--- src/rtl/multicycle_control.sv ---
// Moore control FSM for a shared-datapath multicycle MIPS core: sequences
// fetch/decode/execute, counts retired instructions and flags bad opcodes.
module multicycle_control #(
  parameter int CNT_W = 32
) (
  input  logic             clk,
  input  logic             rst_n,
  input  logic [5:0]       opcode,
  input  logic             zero,
  input  logic             mem_ready,
  output logic             pc_write,
  output logic [1:0]       pc_src,
  output logic             ir_write,
  output logic             iord,
  output logic             mem_read,
  output logic             mem_write,
  output logic             reg_write,
  output logic             reg_dst,
  output logic             mem_to_reg,
  output logic             alu_src_a,
  output logic [1:0]       alu_src_b,
  output logic [1:0]       alu_op,
  output logic             illegal_op,
  output logic [3:0]       state,
  output logic [CNT_W-1:0] instr_count
);

  typedef enum logic [3:0] {
    S_RESET     = 4'd0,
    S_FETCH     = 4'd1,
    S_DECODE    = 4'd2,
    S_MEM_ADDR  = 4'd3,
    S_MEM_RD    = 4'd4,
    S_MEM_WB    = 4'd5,
    S_MEM_WR    = 4'd6,
    S_R_EXEC    = 4'd7,
    S_R_WB      = 4'd8,
    S_BRANCH    = 4'd9,
    S_JUMP      = 4'd10,
    S_ADDI_EXEC = 4'd11,
    S_ADDI_WB   = 4'd12
  } state_t;

  localparam logic [5:0] OP_LW   = 6'b100011;
  localparam logic [5:0] OP_SW   = 6'b101011;
  localparam logic [5:0] OP_R    = 6'b000000;
  localparam logic [5:0] OP_BEQ  = 6'b000100;
  localparam logic [5:0] OP_J    = 6'b000010;
  localparam logic [5:0] OP_ADDI = 6'b001000;

  state_t           r_state;
  state_t           w_next;
  logic             r_illegal;
  logic [CNT_W-1:0] r_count;
  logic             w_retire;
  logic             w_bad_op;

  // Memory handshake: mem_read/mem_write is a request held high until the
  // cycle mem_ready=1, which completes the access; mem_ready is ignored elsewhere.
  always_ff @(posedge clk or negedge rst_n) begin
    if (!rst_n) begin
      r_state   <= S_RESET;
      r_illegal <= 1'b0;
      r_count   <= '0;
    end else begin
      r_state   <= w_next;
      r_illegal <= (r_state == S_DECODE) && w_bad_op;
      if (w_retire) r_count <= r_count + 1'b1;
    end
  end

  always_comb begin
    pc_write   = 1'b0;
    pc_src     = 2'b00;
    ir_write   = 1'b0;
    iord       = 1'b0;
    mem_read   = 1'b0;
    mem_write  = 1'b0;
    reg_write  = 1'b0;
    reg_dst    = 1'b0;
    mem_to_reg = 1'b0;
    alu_src_a  = 1'b0;
    alu_src_b  = 2'b00;
    alu_op     = 2'b00;
    w_next     = S_FETCH;
    w_retire   = 1'b0;
    w_bad_op   = 1'b0;
    case (r_state)
      S_RESET: w_next = S_FETCH;
      S_FETCH: begin
        mem_read  = 1'b1;
        alu_src_b = 2'b01;
        ir_write  = mem_ready;
        pc_write  = mem_ready;
        w_next    = mem_ready ? S_DECODE : S_FETCH;
      end
      S_DECODE: begin
        alu_src_b = 2'b11;
        case (opcode)
          OP_LW, OP_SW: w_next = S_MEM_ADDR;
          OP_R:         w_next = S_R_EXEC;
          OP_BEQ:       w_next = S_BRANCH;
          OP_J:         w_next = S_JUMP;
          OP_ADDI:      w_next = S_ADDI_EXEC;
          default: begin
            w_next   = S_FETCH;
            w_bad_op = 1'b1;
          end
        endcase
      end
      S_MEM_ADDR: begin
        alu_src_a = 1'b1;
        alu_src_b = 2'b10;
        w_next    = (opcode == OP_LW) ? S_MEM_RD : S_MEM_WR;
      end
      S_MEM_RD: begin
        mem_read = 1'b1;
        iord     = 1'b1;
        w_next   = mem_ready ? S_MEM_WB : S_MEM_RD;
      end
      S_MEM_WB: begin
        reg_write  = 1'b1;
        mem_to_reg = 1'b1;
        w_retire   = 1'b1;
      end
      S_MEM_WR: begin
        mem_write = 1'b1;
        iord      = 1'b1;
        w_next    = mem_ready ? S_FETCH : S_MEM_WR;
        w_retire  = mem_ready;
      end
      S_R_EXEC: begin
        alu_src_a = 1'b1;
        alu_op    = 2'b10;
        w_next    = S_R_WB;
      end
      S_R_WB: begin
        reg_write = 1'b1;
        reg_dst   = 1'b1;
        w_retire  = 1'b1;
      end
      S_BRANCH: begin
        alu_src_a = 1'b1;
        alu_op    = 2'b01;
        pc_src    = 2'b01;
        pc_write  = zero;
        w_retire  = 1'b1;
      end
      S_JUMP: begin
        pc_src   = 2'b10;
        pc_write = 1'b1;
        w_retire = 1'b1;
      end
      S_ADDI_EXEC: begin
        alu_src_a = 1'b1;
        alu_src_b = 2'b10;
        w_next    = S_ADDI_WB;
      end
      S_ADDI_WB: begin
        reg_write = 1'b1;
        w_retire  = 1'b1;
      end
      default: w_next = S_FETCH;
    endcase
  end

  assign illegal_op  = r_illegal;
  assign state       = r_state;
  assign instr_count = r_count;

endmodule

--- config.mk ---
export PLATFORM = sky130hd
export DESIGN_NAME = multicycle_control
export DESIGN_NICKNAME = d
export VERILOG_FILES = /design/src/rtl/multicycle_control.sv
export SDC_FILE = /design/constraint.sdc
export NUM_CORES = 1
export LEC_CHECK = 0
export ABC_AREA = 1
export BUFFER_PORTS_ARGS = -buffer_cell sky130_fd_sc_hd__buf_4
export CAP_MARGIN = 0
export CORE_UTILIZATION = 43
export CTS_CLUSTER_DIAMETER = 100
export DETAILED_ROUTE_END_ITERATION = 12
export GPL_TIMING_DRIVEN = 0
export PLACE_DENSITY = 0.66
export SLEW_MARGIN = 15
export SYNTH_ARGS = -nofsm -noshare
export SYNTH_HDL_FRONTEND = slang
export SYNTH_SLANG_ARGS = --single-unit
--- constraint.sdc ---
create_clock -name clk -period 1.56 [get_ports clk]
set_input_delay 0.312 -clock clk [delete_from_list [all_inputs] [get_ports clk]]
set_output_delay 0.312 -clock clk [all_outputs]
set_load 0.02 [all_outputs]
# Word level (Yosys, flattened, before mapping)
# Index checks and enable logic that the tools add are counted.
# classes
add_sub_neg,1
n_mux,21
n_eq_ne,17
reduce_logical,10
# op_table
op,count
$add A32 B1 Y32 const B,1
$pmux W4 S7,1
$eq A4 B4 Y1 const B,5
$pmux W4 S5,1
$eq A4 B3 Y1 const B,4
$eq A6 B6 Y1 const B,2
$mux W1,11
$eq A4 B2 Y1 const B,2
$pmux W2 S2,2
$reduce_or A2 Y1,4
$eq A6 B2 Y1 const B,1
$eq A6 B3 Y1 const B,1
$eq A6 B4 Y1 const B,1
$logic_not A6 Y1,1
$pmux W2 S3,1
$reduce_or A6 Y1,1
$reduce_or A5 Y1,1
$eq A4 B1 Y1 const B,1
$mux W2,2
$reduce_or A4 Y1,1
$mux W3,1
$pmux W1 S3,1
$reduce_or A3 Y1,1
$pmux W1 S2,1
$logic_and A1 B1 Y1,1
# word_totals
regBits,37
output_inout_bits,52
input_bits,10
word_cells,52

# Depth between registers and ports, before layout
# Gate-level depths: netlist of the first run.
# logic_depth
ltp_word,5
mapped_depth,10
depth_no_buf,10

# Least setup slack after synthesis of the first run
# No wires, ideal clock.
# synth_path
path_kind,flip-flop to flip-flop
from,register r_state[3] (netlist: state[3])
to,register r_count[14] (netlist: instr_count[14])
required_ps,1443
path_slack_ps,-108
synth_period_minus_slack_ps,1668
arrival_ps,1551
path_stages_with_launch,10
setup_ps,117
path_buffers,1
cell_sequence,dfrtp_1 > inv_2 > nand2_2 > nor2_1 > nor2_1 > nand3_2 > buf_2 > nand2_1 > nand2_1 > nand2_1
# synth_between
elab_chain_len,3
word_cells_on_any_way,8
cone_classes,6 x eq/ne; 1 x mux; 1 x reduce/logical
# synth_lines
element,line_no,text
from (decl),51,state_t r_state;
from (signal assigned),66,r_state <= w_next;
$eq A4 B4 Y1 or $eq A4 B3 Y1 (tied branches),88,case (r_state)
$reduce_or A5 Y1 (no line),-,
$pmux W1 S2 *,88,
to (signal assigned),68,if (w_retire) r_count <= r_count + 1'b1;
to (decl),54,logic [CNT_W-1:0] r_count;
# Every way passes the cells marked *; elsewhere a longest branch is shown, timed or not.
# A chain may end at the register's enable or synchronous reset.

# Worst setup path in the final report of the first run
# layout_path
from,register r_state[1] (netlist: state[1])
to,output alu_src_a
# layout_between
elab_chain_len,3
word_cells_on_any_way,6
cone_classes,4 x eq/ne; 1 x mux; 1 x reduce/logical
# layout_lines
element,line_no,text
$eq A4 B4 Y1 (tied with other cells),88,
$reduce_or A4 Y1 (no line) *,-,
$mux W1 *,88,
to (decl),20,"output logic alu_src_a,"
# Marked as above.

==> results_dict.tcl, run 1 <==
set metrics [dict create \
    gp_congestion 0.945 \
    ant_nets 0 \
    fmax_mhz 567 \
    min-delay-start "opcode[4]" \
    placedCellCount 555 \
    grt_max_degree 38 \
    stdcell_area_um2 3840 \
    syn_inst 419 \
    portBuffers 61 \
    synth.area.top_cells "dfrtp_1, nand2_1, nor2_1, nand3_1, inv_1" \
    postSynthAreaPerCell_um2 6.29 \
    drc 0 \
    ys_types 28 \
    slew-limit-headroom 0.674 \
    cts_sinks 37 \
    finalHoldViolCount 0 \
    ir_drop_mv 1.27 \
    start_util 0.445 \
    hpwlAfterDp_um 5530 \
    crit_chain "inv_4, nand2_4, buf_4, buf_4, o21ai_2, buf_4" \
    syn_nets 430 \
    numCtsBuffers 5 \
    die_x_um 80.3 \
    fill_cells 524 \
    synthToLayoutAreaGrowth_pct 45.7 \
    layout_commonest_cell "nand2_1" \
    setup_viol 47 \
    synth_edf_count 0 \
    failed_checks "setup timing" \
    required_ns 1.25 \
    num_vias 3026 \
    skew_ns 0.00805 \
    vias_per_cell 5.10 \
    crit_path_top_delay_cell "dfrtp_2" \
    dieHeight_um 80.3 \
    fin_cells 593 \
    cts_max_level 2 \
    globalRouteOverflowTotal 0 \
    startpoint "state[1]" \
    antenna_found_initial 0 \
    syn_area_um2 2640 \
    num_rows 28 \
    worstSetupPathType "reg2out" \
    ys_seq_elements 37 \
    grt_first_pass_wirelength_um 12900 \
    drive_gt1_frac 0.307 \
    maxCapViolations 0 \
    synth-async-reset-ratio 1.00 \
    dr.first_iter.drc_count 165 \
    ys.flop_type "dfrtp_1" \
    wl_um 8130 \
    clock_path_buffers 2 \
    holdWs_ns 0.374 \
    status "complete, but fails checks" \
    grt_pass1_vias 2854 \
    fin_crit_sh 1.13 \
    critPathLaunchType "register" \
    drv_slew 0 \
    cellPowerDensity_nw_per_um2 1280 \
    synth_top_area_share 0.351 \
    yosys.area.top_type "dfrtp_1" \
    grt.total_usage 0.259 \
    layout_common_cells "nand2_1, buf_4, nor2_1" \
    p_leak_nw 1.85 \
    max_stage_delay_ns 0.45 \
    rsz0062_at_grt "true" \
    clockRootBuffer "clkbuf_8" \
    dr.pass1.iters 5 \
    yosysSeqAreaShare 0.351 \
    worstSetupEndpointType "primary output" \
    crit_top_cell "buf_4" \
    cp_max_fo 3 \
    layout_setup_ws_ns -0.202 \
    final_core_util 0.649 \
    placed_area_um2 3190 \
    num_io_pins 62 \
    coreArea_um2 5920 \
    r2r-start "state[3]" \
    min_period_ns 1.76 \
    ys_warn_count 0 \
    cts_tree "yes" \
    avgRoutedWirePerCell_um 13.7 \
    arrival_ns 1.45 \
    hp-class "in2reg" \
    clkSlewWorstSetupHoldPaths_ns 0.08 \
    final_nets 528 \
    n_antenna_cell 0 \
    worst_slew_pin_slew_ns 0.489 \
    fin_setup_tns_ns -4.62 \
    die_area_um2 6450 \
    insertion_delay_ns 0.30 \
]
==> registers in the layout, indices dropped and copies added, names as in the netlist <==
register	flops
instr_count	32
state	4
illegal_op	1
==> Yosys cell counts, types with 2 or more instances <==
library cell / count
nand4_1: 8
nand2_2: 6
inv_1: 37
xor2_1: 9
o21ai_0: 6
buf_2: 2
nor2_4: 4
buf_6: 4
nand3_1: 40
nor2_1: 69
nand2_1: 165
inv_2: 7
o21ai_1: 8
dfrtp_1: 37
nand3b_1: 4
==> what timing repair did <==
action | 4_1_cts | 5_1_grt
buffers inserted | 18 | 8
cloned | 1 | 2
hold buffers | 1 | 0
resized for setup | 45 | 29
pin swaps | 13 | 7
endpoints found under the setup margin | 28 | 44
hold endpoints to repair | 34 | 0
==> through the flow <==
step	setup WS [ns]	power (mW)
after floorplan	-0.00223	2.29
after global placement	-0.175	2.90
after detailed placement	-0.180	2.91
after CTS	-0.159	4.49
after global routing	-0.242	5.17
final	-0.202	4.93
==> cells by family (layout without fill, tap and decap cells) <==
logic type      Yosys count  in the layout  synth area share
simple gates            303            303             0.492
fa+ha+maj                 1              1           0.00474
compound gates           18             18            0.0375
buf+inv                  51            150            0.0849
xor+xnor                  9              9            0.0299
flops                    37             37             0.351
==> worst paths after layout <==
check                                   to  slack [ns]  cells past startpoint
setup / recovery                 alu_src_a       -0.20                      6
hold / removal                    state[1]        0.37                      5
setup reg to reg           instr_count[26]       -0.14                     12
hold reg to reg             instr_count[0]        0.55                      1
max in group asynchronous   instr_count[1]        0.68                      2
min in group asynchronous   instr_count[3]        0.52                      2
==> where the power goes <==
group | switching (mW) | internal (mW) | total [mW]
Clock | 0.369 | 0.636 | 1.00
Combinational | 1.44 | 1.24 | 2.68
Sequential | 0.171 | 1.07 | 1.24
Total | 1.98 | 2.95 | 4.93
==> final cells by class <==
type	instances	area (um2)	share of cell area
repair buffers	91	796	0.207
clock inverters	3	65.1	0.0169
clock buffers	5	68.8	0.0179
flip-flops and latches	37	933	0.243
well taps	75	93.8	0.0244
inverters	44	175	0.0456
multi-input cells	331	1630	0.425
plain buffers	7	78.8	0.0205
==> metal layers <==
| metal | track usage | wire (um) | vias to the layer above |
|---|---|---|---|
| li1 | - | - | 1508 |
| met1 | 0.334 | 3690 | 1418 |
| met2 | 0.441 | 3970 | 88 |
| met3 | 0.0432 | 361 | 12 |
| met4 | 0.0821 | 106 | 0 |
| met5 | 0 | 0 | - |
==> critical path: cells and delay by family (launching register included) <==
| kind | cells | cell delay, ns |
|---|---|---|
| buffers and inverters | 4 | 0.52 |
| AOI/OAI and AO/OA | 1 | 0.11 |
| and+or+nand+nor | 1 | 0.07 |
| DFF | 1 | 0.45 |
No activity file was read; power rests on OpenSTA's default activity.
==> run 2: changes to the inputs <==
--- a/config.mk
+++ b/config.mk
@@ -8,6 +8,7 @@
 export ABC_AREA = 1
 export BUFFER_PORTS_ARGS = -buffer_cell sky130_fd_sc_hd__buf_4
 export CAP_MARGIN = 0
+export CORE_ASPECT_RATIO = 0.7
 export CORE_UTILIZATION = 43
 export CTS_CLUSTER_DIAMETER = 100
 export DETAILED_ROUTE_END_ITERATION = 12
==> results_dict.tcl, run 2 (synthesis results as in run 1) <==
set metrics [dict create \
    cellPowerDensity_nw_per_um2 1240 \
    min-delay-start "mem_ready" \
    crit_chain "buf_6, nand2_8, nor2_4, a211o_1, buf_6" \
    fmax_mhz 570 \
    antenna_found_initial 0 \
    setup_viol 42 \
    fin_setup_tns_ns -4.18 \
    dr.first_iter.drc_count 208 \
    n_antenna_cell 0 \
    arrival_ns 1.44 \
    num_rows 23 \
    cts_tree "yes" \
    vias_per_cell 5.24 \
    layout_setup_ws_ns -0.194 \
    ant_nets 0 \
    slew-limit-headroom 0.670 \
    gp_congestion 0.942 \
    clkSlewWorstSetupHoldPaths_ns 0.09 \
    drv_slew 0 \
    required_ns 1.25 \
    die_x_um 95.6 \
    drc 0 \
    worstSetupPathType "reg2out" \
    final_core_util 0.641 \
    clockRootBuffer "clkbuf_8" \
    r2r-start "state[0]" \
    grt_max_degree 38 \
    fill_cells 534 \
    finalHoldViolCount 0 \
    dieHeight_um 67.5 \
    start_util 0.454 \
    maxCapViolations 0 \
    drive_gt1_frac 0.294 \
    hp-class "in2reg" \
    avgRoutedWirePerCell_um 14.3 \
    critPathLaunchType "register" \
    grt.total_usage 0.262 \
    ir_drop_mv 1.21 \
    min_period_ns 1.75 \
    portBuffers 61 \
    layout_commonest_cell "nand2_1" \
    globalRouteOverflowTotal 0 \
    largest_reg_flops 32 \
    worst_slew_pin_slew_ns 0.495 \
    insertion_delay_ns 0.30 \
    p_leak_nw 1.78 \
    layout_common_cells "nand2_1, buf_4, nor2_1" \
    grt_first_pass_wirelength_um 12700 \
    coreArea_um2 5810 \
    status "complete, but fails checks" \
    synthToLayoutAreaGrowth_pct 41.3 \
    rsz0062_at_grt "true" \
    num_io_pins 62 \
    startpoint "state[1]" \
    num_vias 3068 \
    wl_um 8400 \
    max_stage_delay_ns 0.45 \
    cp_max_fo 4 \
    worstSetupEndpointType "primary output" \
    crit_top_cell "buf_6" \
    failed_checks "setup timing" \
    final_nets 521 \
    clock_path_buffers 2 \
    path_delay_family "flip-flops" \
    skew_ns 0.0127 \
    die_area_um2 6460 \
    cts_sinks 37 \
    crit_buf_inv 2 \
    grt_pass1_vias 2589 \
    dr.pass1.iters 5 \
    fin_crit_sh 1.12 \
    crit_path_top_delay_cell "dfrtp_2" \
    numCtsBuffers 5 \
    hpwlAfterDp_um 5790 \
    cts_max_level 2 \
]
## run 2: cell count changes in the layout (fill, tap and decap cells not counted), moves of 2 or more
| cell | before | now |
|---|---|---|
| nand2_2 | 6 | 4 |
| buf_4 | 72 | 67 |
| dfrtp_1 | 31 | 29 |
| dfrtp_2 | 6 | 8 |
| nand2_1 | 160 | 162 |
## run 2: metal layers
layer | global-route usage | up-vias | share of wire
li1 | - | 1504 | -
met1 | 0.389 | 1415 | 0.47
met2 | 0.381 | 139 | 0.42
met3 | 0.0563 | 10 | 0.10
met4 | 0.0672 | 0 | 0.0089
met5 | 0 | - | 0
## run 2: final timing paths
kind	cells after the start	to	slack (ns)
min	4	state[1]	0.36
max	5	pc_write	-0.19
min reg2reg	2	instr_count[14]	0.57
min in group asynchronous	2	instr_count[5]	0.52
max reg2reg	9	instr_count[22]	-0.14
max in group asynchronous	2	instr_count[10]	0.67
## run 2: worst min-delay path, stage by stage
cell,delay [ns]
buf_4,0.13
inv_1,0.04
nand2_1,0.07
nand3_1,0.07
## run 2: power breakdown
part / internal (mW) / switching (mW) / total (mW)
clock: 0.475 / 0.383 / 0.859
combinational: 1.12 / 1.40 / 2.52
sequential: 1.07 / 0.158 / 1.23
## run 2: stage by stage
| stage | area [um2] | hold WS [ns] | setup WS, ns | power [mW] | instances |
|---|---|---|---|---|---|
| after global placement | 3190 | 0.308 | -0.212 | 2.91 | 555 |
| after CTS | 3510 | 0.364 | -0.175 | 4.11 | 575 |
| after global routing | 3730 | 0.392 | -0.230 | 4.85 | 586 |
| after detailed placement | 3190 | 0.312 | -0.233 | 2.93 | 555 |
| after floorplan | 2640 | 0.0164 | -0.00223 | 2.29 | 419 |
| final | 3730 | 0.365 | -0.194 | 4.61 | 586 |
## run 2: what timing repair did
action | 4_1_cts | 5_1_grt
endpoints found under the setup margin | 38 | 47
resized for setup | 35 | 35
hold buffers | 1 | 0
cloned | 0 | 1
hold endpoints to repair | 30 | 0
pin swaps | 6 | 5
buffers inserted | 11 | 10
## run 2: final cells by class
| class | count | area [um2] | area share |
|---|---|---|---|
| buffer | 7 | 82.6 | 0.0222 |
| clock buffer | 6 | 72.6 | 0.0195 |
| clock inverter | 2 | 35.0 | 0.00940 |
| inverter | 44 | 170 | 0.0457 |
| multi-input combinational | 331 | 1630 | 0.437 |
| sequential | 37 | 936 | 0.251 |
| tap | 75 | 93.8 | 0.0252 |
| timing repair buffer | 84 | 707 | 0.190 |
